<file path="config.mk">
export PLATFORM = sky130hd
export DESIGN_NAME = mem_arbiter
export DESIGN_NICKNAME = d
export VERILOG_FILES = /design/src/rtl/mem_arbiter.sv
export SDC_FILE = /design/constraint.sdc
export NUM_CORES = 1
export LEC_CHECK = 0
export CORE_AREA = 2 2 118 120
export DETAILED_ROUTE_END_ITERATION = 10
export DIE_AREA = 0 0 120 122
export GPL_TIMING_DRIVEN = 0
export PLACE_DENSITY = 0.72
export SLEW_MARGIN = 20
export SYNTH_ARGS = -nofsm -noshare
export SYNTH_HDL_FRONTEND = slang
export SYNTH_SLANG_ARGS = --single-unit
</file>
<file path="constraint.sdc">
create_clock -name clk -period 5.3 [get_ports clk]
set_input_delay 0.795 -clock clk [delete_from_list [all_inputs] [get_ports clk]]
set_output_delay 0.795 -clock clk [all_outputs]
set_load 0.005 [all_outputs]
</file>
<file path="src/rtl/mem_arbiter.sv">
// Round-robin arbiter that shares one single-port 256x32 memory between fetch (port 0) and load/store (port 1).
// Latency: the response is registered and valid 1 cycle after grant. Backpressure: a losing port holds req until it sees gnt.
module mem_arbiter #(
    parameter int MEM_WORDS = 256,
    parameter int AW        = 32,
    parameter int DW        = 32
) (
    input  logic          clk,
    input  logic          rst,
    input  logic          req0,
    input  logic          req1,
    input  logic          we0,
    input  logic          we1,
    input  logic [AW-1:0] addr0,
    input  logic [AW-1:0] addr1,
    input  logic [DW-1:0] wdata0,
    input  logic [DW-1:0] wdata1,
    output logic          gnt0,
    output logic          gnt1,
    output logic [DW-1:0] rdata0,
    output logic [DW-1:0] rdata1,
    output logic          rvalid0,
    output logic          rvalid1,
    output logic          err0,
    output logic          err1,
    output logic [AW-1:0] mem_address,
    output logic [DW-1:0] mem_write_data,
    output logic          mem_write_enable,
    input  logic [DW-1:0] mem_read_data
);

    localparam logic [AW-1:0] MEM_LIMIT = AW'(MEM_WORDS);

    logic          last_gnt_q, last_gnt_d;
    logic [DW-1:0] rdata0_q, rdata0_d, rdata1_q, rdata1_d;
    logic          rvalid0_q, rvalid0_d, rvalid1_q, rvalid1_d;
    logic          err0_q, err0_d, err1_q, err1_d;

    logic          win_we;
    logic          in_range;
    logic [DW-1:0] load_data;

    always_comb begin
        gnt0           = 1'b0;
        gnt1           = 1'b0;
        win_we         = 1'b0;
        mem_address    = '0;
        mem_write_data = '0;

        // Grant is masked by rst so a reset landing mid-transfer cannot commit a store.
        if (!rst) begin
            if (req0 && req1) begin
                gnt0 = last_gnt_q;
                gnt1 = ~last_gnt_q;
            end else begin
                gnt0 = req0;
                gnt1 = req1;
            end
        end

        if (gnt0) begin
            win_we         = we0;
            mem_address    = addr0;
            mem_write_data = wdata0;
        end else if (gnt1) begin
            win_we         = we1;
            mem_address    = addr1;
            mem_write_data = wdata1;
        end

        in_range         = (mem_address < MEM_LIMIT);
        mem_write_enable = (gnt0 | gnt1) & win_we & in_range;
        load_data        = (~win_we & in_range) ? mem_read_data : '0;

        last_gnt_d = last_gnt_q;
        if (gnt0) last_gnt_d = 1'b0;
        if (gnt1) last_gnt_d = 1'b1;

        rvalid0_d = gnt0;
        rvalid1_d = gnt1;
        err0_d    = gnt0 & ~in_range;
        err1_d    = gnt1 & ~in_range;
        rdata0_d  = gnt0 ? load_data : rdata0_q;
        rdata1_d  = gnt1 ? load_data : rdata1_q;
    end

    always_ff @(posedge clk or posedge rst) begin
        if (rst) begin
            last_gnt_q <= 1'b1;
            rdata0_q   <= '0;
            rdata1_q   <= '0;
            rvalid0_q  <= 1'b0;
            rvalid1_q  <= 1'b0;
            err0_q     <= 1'b0;
            err1_q     <= 1'b0;
        end else begin
            last_gnt_q <= last_gnt_d;
            rdata0_q   <= rdata0_d;
            rdata1_q   <= rdata1_d;
            rvalid0_q  <= rvalid0_d;
            rvalid1_q  <= rvalid1_d;
            err0_q     <= err0_d;
            err1_q     <= err1_d;
        end
    end

    assign rdata0  = rdata0_q;
    assign rdata1  = rdata1_q;
    assign rvalid0 = rvalid0_q;
    assign rvalid1 = rvalid1_q;
    assign err0    = err0_q;
    assign err1    = err1_q;

endmodule

</file>
==> out/results.txt <==
Worst-skew pair later-pin latency: 0.33 ns
IO buf count: 299
Arrival time of the worst setup path: 3.88 ns
Max Clock Skew: 0.00697 ns
Mean post-synth cell area: 9.24 sq um
Clock-pin transition on the worst setup and hold timing paths: 0.05 ns
Clock sink count: 69
Area enclosed by the die boundary: 0.0146 sq mm
Worst Hold Launch: rdata0[30]$_DFFE_PP0P_
Portion of the clock cycle consumed by the worst path in the final layout: 88.3%
Top cells by area, synth: sky130_fd_sc_hd__dfrtp_1, sky130_fd_sc_hd__o31ai_2, sky130_fd_sc_hd__a22o_1, sky130_fd_sc_hd__nand3_1, sky130_fd_sc_hd__o31ai_1
Clock Tree Root: sky130_fd_sc_hd__clkbuf_16
Detailed-placement wirelength estimate: 14700 um
Maximum root-to-sink buffer count: 2
Floorplan Core Area: 0.0135 sq mm
Most common library cells after synthesis: sky130_fd_sc_hd__dfrtp_1, sky130_fd_sc_hd__nand2_1, sky130_fd_sc_hd__nand3_1
CP Data Required Time: 4.51 ns
Async SR Flop Fraction: 100%
Fraction of power consumed by the clock network: 35.5%
Ratio of cells with drive above 1 in the final layout: 9.65%
Switching part of the total: 29.4%
Fin crit period: 4.68 ns
Sequential cell fraction of total power: 33.9%
Relative slew slack: 61.4%
Drt drc: 0
Nets in the synthesized netlist: 596
Number of design-rule violations left by the first detailed-router iteration: 407
Global-route wire length before repair: 27700 um
Signed area change from the synthesized netlist to the final layout: 88.9%
Portion of the post-synthesis area used by sequential elements: 43.5%
Post-detailed-route count of antenna-violating nets: 0
Count of boundary I/O pins: 301
Number of vias after detailed routing: 4879
Multi-input gate area: 0.00198 sq mm
CTS tree: done
Worst R2R Path Depth: 9
Switching power: 0.475 mW
Fill cell instance count of the final layout: 1230
Detailed Route WL: 18600 um
Most instantiated library cell after synthesis: sky130_fd_sc_hd__dfrtp_1
Count of maximum capacitance violations: 0
Pwr dens: 215 mW/mm^2
Cell area after technology mapping: 0.00397 sq mm
WL/cell: 20.1 um
Die span in y: 122 um
GPL Wtd Cong: 0.901
Area of all sequential standard cells: 0.00173 sq mm
Final net count: 907
Setup Buffers After CTS: 0
Largest fanout of any net on the critical path: 10
First-pass DRT Iterations: 5
Number of synthesis warnings: 0
Effective utilization at floorplan: 29.4%
Total overflow reported by the global router: 0
Vias in the first global route: 5025
Maximum single-stage delay on the critical path: 0.52 ns
Crit Path Category: input pin to output pin
Predominant post-synthesis flop cell: sky130_fd_sc_hd__dfrtp_1
Worst voltage drop across the vdd grid: 0.162 mV
Die outline width: 120 um
Hold worst-path end: rdata0[30]$_DFFE_PP0P_
Yosys top cell by area: sky130_fd_sc_hd__dfrtp_1
Cells traversed along the worst timing path: clkdlybuf4s50_1 -> a21boi_1 -> buf_2 -> nand2_1 -> inv_1 -> buf_2 -> buf_1 -> a22o_1 -> clkdlybuf4s50_1
Number of gates given a new drive strength after cts: 0
Endpoint kind of the worst setup timing path: output pin
Hold path cells: 2
Least-Margin Pin Slew: 0.579 ns
Count of endpoints failing setup in the final report: 0
Part of the power in combinational logic: 30.6%
Leakage power total: 2.88 nW
Highest Clock Rate: 0.214 GHz
Antenna fix cells: 0
R2r setup slk: 2.52 ns
Via density: 5.27
RSZ-0062 raised after global routing: false
Top-area cell type share of the netlist area: 42.8%
Startpoint kind of the worst setup timing path: input pin
Number of rows created at floorplan: 43
Slowest-stage cell, CP: sky130_fd_sc_hd__clkdlybuf4s50_1
Post-route worst hold slack: 0.480 ns
Final Hold Fails: 0
Number of synthesized register bits: 69
Total number of H-tree levels: 3
Min setup slack post-route: 0.622 ns
Capturing point of the worst reg2reg path: rdata0[13]$_DFFE_PP0P_
R2R Path Start: last_gnt_q$_DFFE_PP1N_
Initial antenna violation count: 0
Number of flops mapped to enable cells by yosys: 0
Global routing usage summed across all routing layers: 24.8%
Number of library cell types mapped by synthesis: 23
Pre-CTS WS: 0.590 ns
Final count of pins violating max slew: 0
Cell-internal power: 1.14 mW
Number of clock buffers inserted by TritonCTS: 9
Cts-stage hold buffer count: 0
Type of the worst min-delay path: register to register
Number of instances in the synthesized netlist: 430
Run status: finished clean
CP Launch Point: req1
Maximum number of pins on one net before global-route repair: 47
sequential cells by signal (all words and copies together) (netlist names):
name,cells
rdata0,32
rdata1,32
err0,1
err1,1
last_gnt_q,1
rvalid0,1
rvalid1,1
logic make-up after synthesis:
group	synth area share, %
simple gates	17.7
compound gates	32.0
flops	43.5
buf+inv	6.80
routing by layer:
metal / vias to the layer above / GRT usage [%] / share of wire, %
met1: 2354 / 30.5 / 40
li1: 2248 / - / -
met4: 0 / 8.24 / 2.4
met2: 244 / 42.7 / 51
met5: - / 0 / 0
met3: 33 / 5.76 / 7.1
final cells by class:
class / instances / share of cell area [%]
Tap cell: 180 / 3.00
Clock inverter: 5 / 0.450
Buffer: 54 / 3.45
Multi-Input combinational cell: 304 / 26.3
Timing Repair Buffer: 300 / 40.2
Inverter: 3 / 0.183
Clock buffer: 11 / 3.37
Sequential cell: 69 / 23.0
power groups by stage:
stage / logic (mW) / clock network, mW / registers [mW]
global route: 0.528 / 0.605 / 0.548
global placement: 0.484 / 0 / 0.556
detailed placement: 0.490 / 0 / 0.556
finish: 0.493 / 0.573 / 0.547
CTS: 0.494 / 0.582 / 0.547
floorplan: 0.193 / 0 / 0.556
through the flow:
step           TNS [ns]  cells  power, mW  utilization [%]  area (sq um)
2_1_floorplan         0    430      0.749                -          3970
3_3_place_gp     -83.72    909       1.04             53.3          7190
3_5_place_dp          0    910       1.05             53.5          7220
4_1_cts               0    926       1.62             55.6          7510
5_1_grt               0    926       1.68             55.6          7510
6_report              0    926       1.61             55.6          7510
placed cells by master (no fill, tap or decap), types with 18 or more instances in the layout:
cell,synthesis,final
sky130_fd_sc_hd__a22o_1,40,40
sky130_fd_sc_hd__a32oi_1,24,24
sky130_fd_sc_hd__buf_2,18,18
sky130_fd_sc_hd__clkbuf_1,26,26
sky130_fd_sc_hd__clkdlybuf4s50_1,0,299
sky130_fd_sc_hd__dfrtp_1,68,68
sky130_fd_sc_hd__nand2_1,67,67
sky130_fd_sc_hd__nand3_1,65,65
sky130_fd_sc_hd__nor2_1,24,24
sky130_fd_sc_hd__o31ai_1,34,34
sky130_fd_sc_hd__o31ai_2,30,30
worst max-delay path by stage:
stage | to | cells after the start | slack (ns)
2_1_floorplan | mem_address[0] | 6 | 0.91
3_3_place_gp | mem_write_data[9] | 8 | -1.60
3_5_place_dp | mem_write_data[26] | 9 | 0.59
4_1_cts | mem_write_data[7] | 9 | 0.56
5_1_grt | mem_write_data[7] | 9 | 0.34
6_report | mem_write_data[27] | 9 | 0.62
critical path, delay by kind of cell:
| family | cells | cell delay [ns] |
|---|---|---|
| AND/OR/NAND/NOR | 1 | 0.21 |
| AO/OA/AOI/OAI | 2 | 0.72 |
| buffers and inverters | 6 | 2.15 |
No activity file was read; power rests on OpenSTA's default activity.
